==> src/rtl/param_pkg.sv <==
// Shared types and default sizes for the coherence directory responder.
package param_pkg;

  localparam int DIR_N_CPU        = 4;
  localparam int DIR_TAG_WIDTH    = 8;
  localparam int DIR_INDEX_WIDTH  = 4;
  localparam int DIR_CPU_ID_WIDTH = 3;

  typedef enum logic [2:0] {
    READ_OP          = 3'd0,
    ADD_SHARER_OP    = 3'd1,
    REMOVE_SHARER_OP = 3'd2,
    SET_EXCL_OP      = 3'd3,
    INVAL_OP         = 3'd4
  } op_dir_t;

  typedef struct packed {
    logic                     valid;
    logic [DIR_TAG_WIDTH-1:0] tag;
    logic [DIR_N_CPU-1:0]     sharers;
  } dir_entry_t;

  typedef enum logic [1:0] {
    IDLE,
    LOOKUP,
    RESP,
    GAP
  } dir_state_t;

endpackage

==> src/rtl/dir_mem_array.sv <==
// Direct-mapped directory storage: registered read, single write port.
// Only the valid bits are reset; tag and sharer storage stay as plain RAM.
module dir_mem_array #(
  parameter int N_CPU       = param_pkg::DIR_N_CPU,
  parameter int TAG_WIDTH   = param_pkg::DIR_TAG_WIDTH,
  parameter int INDEX_WIDTH = param_pkg::DIR_INDEX_WIDTH
) (
  input  logic                   clk,
  input  logic                   reset,
  input  logic                   rd_en,
  input  logic [INDEX_WIDTH-1:0] rd_addr,
  input  logic                   wr_en,
  input  logic [INDEX_WIDTH-1:0] wr_addr,
  input  logic                   wr_valid,
  input  logic [TAG_WIDTH-1:0]   wr_tag,
  input  logic [N_CPU-1:0]       wr_sharers,
  output logic                   rd_valid,
  output logic [TAG_WIDTH-1:0]   rd_tag,
  output logic [N_CPU-1:0]       rd_sharers
);

  localparam int DEPTH = 1 << INDEX_WIDTH;

  logic [DEPTH-1:0]     valid_bits;
  logic [TAG_WIDTH-1:0] tag_mem     [DEPTH];
  logic [N_CPU-1:0]     sharers_mem [DEPTH];

  always_ff @(posedge clk or posedge reset) begin
    if (reset) begin
      valid_bits <= '0;
      rd_valid   <= 1'b0;
    end else begin
      if (wr_en) valid_bits[wr_addr] <= wr_valid;
      if (rd_en) rd_valid <= valid_bits[rd_addr];
    end
  end

  always_ff @(posedge clk) begin
    if (wr_en) begin
      tag_mem[wr_addr]     <= wr_tag;
      sharers_mem[wr_addr] <= wr_sharers;
    end
    if (rd_en) begin
      rd_tag     <= tag_mem[rd_addr];
      rd_sharers <= sharers_mem[rd_addr];
    end
  end

endmodule

==> src/rtl/dir_mem.sv <==
// Coherence directory responder: lookup, one-cycle ack with old sharers, update.
// Optional DIR_MEM_CHECK_EN adds a sticky err_o protocol-error flag.
module dir_mem
  import param_pkg::*;
#(
  parameter int N_CPU              = param_pkg::DIR_N_CPU,
  parameter int DCACHE_TAG_WIDTH   = param_pkg::DIR_TAG_WIDTH,
  parameter int DCACHE_INDEX_WIDTH = param_pkg::DIR_INDEX_WIDTH,
  parameter int CPU_ID_WIDTH       = param_pkg::DIR_CPU_ID_WIDTH
) (
  input  logic                          clk,
  input  logic                          reset,
  input  logic                          valid_i,
  input  op_dir_t                       op_i,
  input  logic [DCACHE_TAG_WIDTH-1:0]   tag_i,
  input  logic [DCACHE_INDEX_WIDTH-1:0] index_i,
  input  logic [CPU_ID_WIDTH-1:0]       cpu_id_i,
  output logic                          ack_o,
`ifdef DIR_MEM_CHECK_EN
  output logic                          err_o,
`endif
  output logic [N_CPU-1:0]              sharers_o
);

  dir_state_t                    state_reg, state_next;
  op_dir_t                       op_reg;
  logic [DCACHE_TAG_WIDTH-1:0]   tag_reg;
  logic [DCACHE_INDEX_WIDTH-1:0] index_reg;
  logic [CPU_ID_WIDTH-1:0]       cpu_reg;
  logic                          ack_reg;
  logic [N_CPU-1:0]              sharers_reg;
  logic                          wr_en_reg;
  logic                          wr_valid_reg;
  logic [N_CPU-1:0]              wr_sharers_reg;

  logic                          rd_en;
  logic                          rd_valid;
  logic [DCACHE_TAG_WIDTH-1:0]   rd_tag;
  logic [N_CPU-1:0]              rd_sharers;

  logic                          hit;
  logic                          cpu_ok;
  logic [N_CPU-1:0]              mask;
  logic [N_CPU-1:0]              old_sharers;
  logic                          upd_en;
  logic                          upd_valid;
  logic [N_CPU-1:0]              upd_sharers;

  // The RAM read is launched with the live index on the accepting edge so the
  // entry is already registered while the FSM sits in LOOKUP.
  assign rd_en = (state_reg == IDLE) && valid_i;

  dir_mem_array #(
    .N_CPU      (N_CPU),
    .TAG_WIDTH  (DCACHE_TAG_WIDTH),
    .INDEX_WIDTH(DCACHE_INDEX_WIDTH)
  ) u_array (
    .clk       (clk),
    .reset     (reset),
    .rd_en     (rd_en),
    .rd_addr   (index_i),
    .wr_en     (wr_en_reg),
    .wr_addr   (index_reg),
    .wr_valid  (wr_valid_reg),
    .wr_tag    (tag_reg),
    .wr_sharers(wr_sharers_reg),
    .rd_valid  (rd_valid),
    .rd_tag    (rd_tag),
    .rd_sharers(rd_sharers)
  );

  // Out-of-range cpu ids produce an all-zero mask, so bit ops leave the vector alone.
  generate
    for (genvar gi = 0; gi < N_CPU; gi++) begin : g_mask
      assign mask[gi] = (int'(cpu_reg) == gi);
    end
  endgenerate

  assign cpu_ok      = int'(cpu_reg) < N_CPU;
  assign hit         = rd_valid && (rd_tag == tag_reg);
  assign old_sharers = hit ? rd_sharers : '0;

  always_comb begin
    state_next = state_reg;
    case (state_reg)
      IDLE:    if (valid_i) state_next = LOOKUP;
      LOOKUP:  state_next = RESP;
      RESP:    state_next = GAP;
      GAP:     state_next = IDLE;
      default: state_next = IDLE;
    endcase
  end

  always_comb begin
    upd_en      = 1'b0;
    upd_valid   = 1'b1;
    upd_sharers = old_sharers;
    case (op_reg)
      ADD_SHARER_OP: begin
        upd_sharers = old_sharers | mask;
        upd_en      = 1'b1;
      end
      REMOVE_SHARER_OP: begin
        upd_sharers = old_sharers & ~mask;
        upd_en      = hit;
        upd_valid   = |(old_sharers & ~mask);
      end
      SET_EXCL_OP: begin
        upd_sharers = cpu_ok ? mask : old_sharers;
        upd_en      = 1'b1;
      end
      INVAL_OP: begin
        upd_en    = hit;
        upd_valid = 1'b0;
      end
      default: ;
    endcase
  end

  always_ff @(posedge clk or posedge reset) begin
    if (reset) begin
      state_reg   <= IDLE;
      ack_reg     <= 1'b0;
      sharers_reg <= '0;
      wr_en_reg   <= 1'b0;
    end else begin
      state_reg   <= state_next;
      ack_reg     <= (state_reg == LOOKUP);
      sharers_reg <= (state_reg == LOOKUP) ? old_sharers : '0;
      wr_en_reg   <= (state_reg == LOOKUP) && upd_en;
    end
  end

  always_ff @(posedge clk) begin
    if (rd_en) begin
      op_reg    <= op_i;
      tag_reg   <= tag_i;
      index_reg <= index_i;
      cpu_reg   <= cpu_id_i;
    end
    if (state_reg == LOOKUP) begin
      wr_valid_reg   <= upd_valid;
      wr_sharers_reg <= upd_sharers;
    end
  end

  assign ack_o     = ack_reg;
  assign sharers_o = sharers_reg;

`ifdef DIR_MEM_CHECK_EN
  logic err_reg;
  logic err_cond;

  always_comb begin
    err_cond = !cpu_ok
            || !(op_reg inside {READ_OP, ADD_SHARER_OP, REMOVE_SHARER_OP, SET_EXCL_OP, INVAL_OP})
            || ((op_reg == REMOVE_SHARER_OP) && ((old_sharers & mask) == '0));
  end

  always_ff @(posedge clk or posedge reset) begin
    if (reset) err_reg <= 1'b0;
    else if ((state_reg == LOOKUP) && err_cond) err_reg <= 1'b1;
  end

  assign err_o = err_reg;
`endif

endmodule

==> config.mk <==
export PLATFORM = sky130hd
export DESIGN_NAME = dir_mem
export DESIGN_NICKNAME = d
export VERILOG_FILES = /design/src/rtl/param_pkg.sv /design/src/rtl/dir_mem_array.sv /design/src/rtl/dir_mem.sv
export SDC_FILE = /design/constraint.sdc
export NUM_CORES = 1
export LEC_CHECK = 0
export ABC_AREA = 1
export BUFFER_PORTS_ARGS = -buffer_cell sky130_fd_sc_hd__buf_2
export CORE_ASPECT_RATIO = 0.5
export CORE_MARGIN = 1.5
export CORE_UTILIZATION = 62
export CTS_CLUSTER_SIZE = 40
export DETAILED_ROUTE_END_ITERATION = 10
export PLACE_DENSITY = 0.79
export SLEW_MARGIN = 20
export SYNTH_ARGS = -nofsm -noshare
export SYNTH_HDL_FRONTEND = slang
export SYNTH_HIERARCHICAL = 1
export SYNTH_SLANG_ARGS = --single-unit
==> constraint.sdc <==
create_clock -name clk -period 2.4 [get_ports clk]
set_clock_uncertainty 0.15 [all_clocks]
set_input_delay 0.24 -clock clk [delete_from_list [all_inputs] [get_ports clk]]
set_output_delay 0.24 -clock clk [all_outputs]
set_load 0.05 [all_outputs]
==> impl_metrics.py <==
metrics = {
    "sta": {
        "rsz0062_at_grt": "false",
        "relSlewSlack_pct": 50.0,
        "setup-violations-final": 0,
        "period_needed_ns": 2.09,
        "setup_ws_ns": 0.314,
        "worst_slew_pin_slew_ns": 0.749,
        "setup-tns-final_ns": 0,
        "worst_hold_slack_ns": 0.0869,
        "fmax_mhz": 479,
        "post-route-period-util_pct": 86.9,
        "slew_viol_final": 0,
        "hold_viol_final": 0,
    },
    "placement": {
        "port_buffers": 25,
        "postPlaceCellArea_um2": 11000,
        "place_ws_ns": 0.431,
        "dp_hpwl_um": 14100,
        "place.gp.congestion": 0.926,
    },
    "grt": {
        "grt_pass1_wl_um": 36100,
        "grt_max_degree": 103,
        "grt_pass1_vias": 6483,
        "overflow": 0,
        "antenna_found_initial": 0,
        "grt.total_usage_pct": 28.2,
    },
    "routing": {
        "route.detailed.drc": 0,
        "post_drt_wl_per_cell_um": 20.5,
        "totalWireLength_um": 24100,
        "via_per_inst": 6.02,
        "drtAntennaViolNets": 0,
        "drt_pass1_iterations": 6,
        "drtIter0Drc": 958,
        "vias": 7087,
    },
    "clock_network": {
        "clk_latency_ns": 0.51,
        "clkTransAtPathRegs_ns": 0.07,
        "clock-root-buffer": "clkbuf_16",
        "clockBufferDepth": 3,
        "tritoncts": "done",
        "cts.sinks": 252,
        "cts_setup_buffers": 0,
        "cts_htree_levels": 1,
        "numCtsBuffers": 22,
    },
    "logic_synthesis": {
        "avgSynthCellArea_um2": 11.9,
        "syn_inst": 869,
        "synth.cell_area_um2": 10400,
        "seq_area_frac_synth_pct": 71.8,
        "synth-seq-cells": 252,
        "yosysWarnings": 6,
        "synth.distinct_cells": 30,
        "syn_nets": 894,
    },
    "pwr": {
        "powerDensity_nw_per_um2": 850,
        "leakagePower_nw": 4.34,
        "total_power_w": 0.0100,
        "ir_worst_vdd_mv": 0.513,
    },
    "setup_path": {
        "path_class": "register to register",
        "worst_r2r_path_depth": 9,
        "r2r_start": "tag_reg[6]",
        "worstPathArrival_ns": 2.30,
        "worst_setup_path_start_kind": "register",
        "end_kind": "register",
        "reg2reg_slack_ns": 0.31,
        "crit_fanout": 14,
        "crit-reg2reg-capture": "wr_sharers_reg[1]",
        "required_ns": 2.61,
    },
    "floorplanning": {
        "dieHeight_um": 94.4,
        "core_region_area_um2": 16400,
        "die-area_um2": 17500,
        "core.rowCount": 33,
        "start_util_pct": 63.4,
        "dieWidth_um": 186,
        "io_pins": 26,
    },
    "min_path": {
        "hp-class": "input port to register",
        "min_delay_path_depth": 2,
        "min_to": "index_reg[3]",
        "holdCritStartpoint": "index_i[3]",
    },
    "finish": {
        "design_area_um2": 11800,
        "largest_register_ffs": 128,
        "diodes": 0,
        "largestRegisters": "u_array/tag_mem: 128 flops, u_array/sharers_mem: 64 flops, u_array/valid_bits: 16 flops",
        "layout-drive-gt1-share_pct": 13.5,
        "syn_to_final_growth_pct": 13.5,
        "nets": 962,
        "largest_register": "u_array/tag_mem",
    },
    "run": {
        "max_cap_viol_count": 0,
    },
    "run_status": {
        "status": "finished, final reports clean",
    },
}
==> critical path, stage by stage, from the launching register on <==
cell	delay, ns
edfxtp_1	0.41
buf_4	0.21
nand2_1	0.08
nand2_1	0.17
nand3_1	0.15
nor2_4	0.22
nand2_2	0.07
o21ai_0	0.24
nand2_1	0.11
a21oi_2	0.13
==> cells by family (layout without fill, tap and decap cells) <==
kind of cell    Yosys count  after routing  share of synthesized area (%)
compound gates          173            173                           9.71
xor+xnor                  1              1                         0.0845
fa+ha+maj                 4              4                          0.483
buf+inv                  93            175                           3.85
flops                   252            252                           71.8
simple gates            346            346                           14.1
==> cells in the final DEF, fill, tap and decap left out, types with 7 or more instances in the layout <==
cell type      count
dfrtp_1           25
buf_2             25
dlygate4sd3_1     16
nand3_1           48
clkinv_2           9
buf_4             40
inv_1             49
nor2_1           168
a21oi_1           12
nand2_1           96
nand4_1            7
o21ai_0           94
nor2_2            13
o21ai_1           13
o211ai_1          48
edfxtp_1         227
clkbuf_16         23
==> report_power, final <==
group / internal [W] / leakage [nW] / switching, W / total, W
Clock: 0.00175 / 0.329 / 0.00151 / 0.00327
Combinational: 0.000360 / 1.63 / 0.000801 / 0.00116
Sequential: 0.00529 / 2.38 / 0.000277 / 0.00557
==> cell type report <==
| class | instances | area [um2] |
|---|---|---|
| clock inverters | 12 | 62.6 |
| well taps | 227 | 284 |
| flip-flops and latches | 252 | 7440 |
| repair buffers | 85 | 666 |
| clock buffers | 26 | 587 |
| inverters | 52 | 199 |
| fillers | 1076 | 4590 |
| multi-input cells | 524 | 2520 |
==> through the flow <==
| step | util, % | instances |
|---|---|---|
| after CTS | 71.9 | 1178 |
| after detailed placement | 67.0 | 1124 |
| final | 71.9 | 1178 |
| after global routing | 71.9 | 1178 |
| after floorplan | - | 869 |
| after global placement | 67.0 | 1124 |
==> routing by layer <==
metal | vias up | GRT usage (%) | routed length, um
li1 | 3201 | - | -
met1 | 3377 | 41.9 | 9730
met2 | 453 | 43.1 | 10800
met3 | 56 | 5.86 | 2970
met4 | 0 | 7.59 | 607
met5 | - | 0 | 0
==> worst max-delay path by stage <==
stage	startpoint	end	slack, ns	cells after the start
after floorplan	state_reg[0]	cpu_reg[0]	0.57	4
after global placement	index_reg[2]	u_array/tag_mem[11][5]	0.49	4
after detailed placement	tag_reg[6]	wr_sharers_reg[1]	0.43	9
after CTS	tag_reg[6]	wr_sharers_reg[1]	0.37	9
after global routing	tag_reg[6]	wr_sharers_reg[3]	0.22	11
final	tag_reg[6]	wr_sharers_reg[1]	0.31	9
==> Yosys cell counts, drive strengths merged <==
| master | count | area (um2) |
|---|---|---|
| edfxtp | 227 | 6820 |
| o21a | 2 | 15.0 |
| clkbuf | 18 | 67.6 |
| nand3b | 2 | 15.0 |
| o211ai | 48 | 360 |
| inv | 50 | 190 |
| nand3 | 48 | 240 |
| xor2 | 1 | 8.76 |
| ha | 4 | 50.1 |
| nor3 | 4 | 20.0 |
| or2 | 2 | 12.5 |
| o21ai | 108 | 544 |
| a21oi | 15 | 86.3 |
| clkinv | 2 | 8.75 |
| nor2 | 183 | 734 |
| buf | 23 | 133 |
| nand4 | 7 | 43.8 |
| dfrtp | 25 | 626 |
| nand2 | 100 | 390 |
==> timing repair <==
action / CTS / global route
gates resized for setup: 0 / 0
hold buffers: 16 / 0
hold endpoints to repair: 41 / 0
No activity file was read; power rests on OpenSTA's default activity.
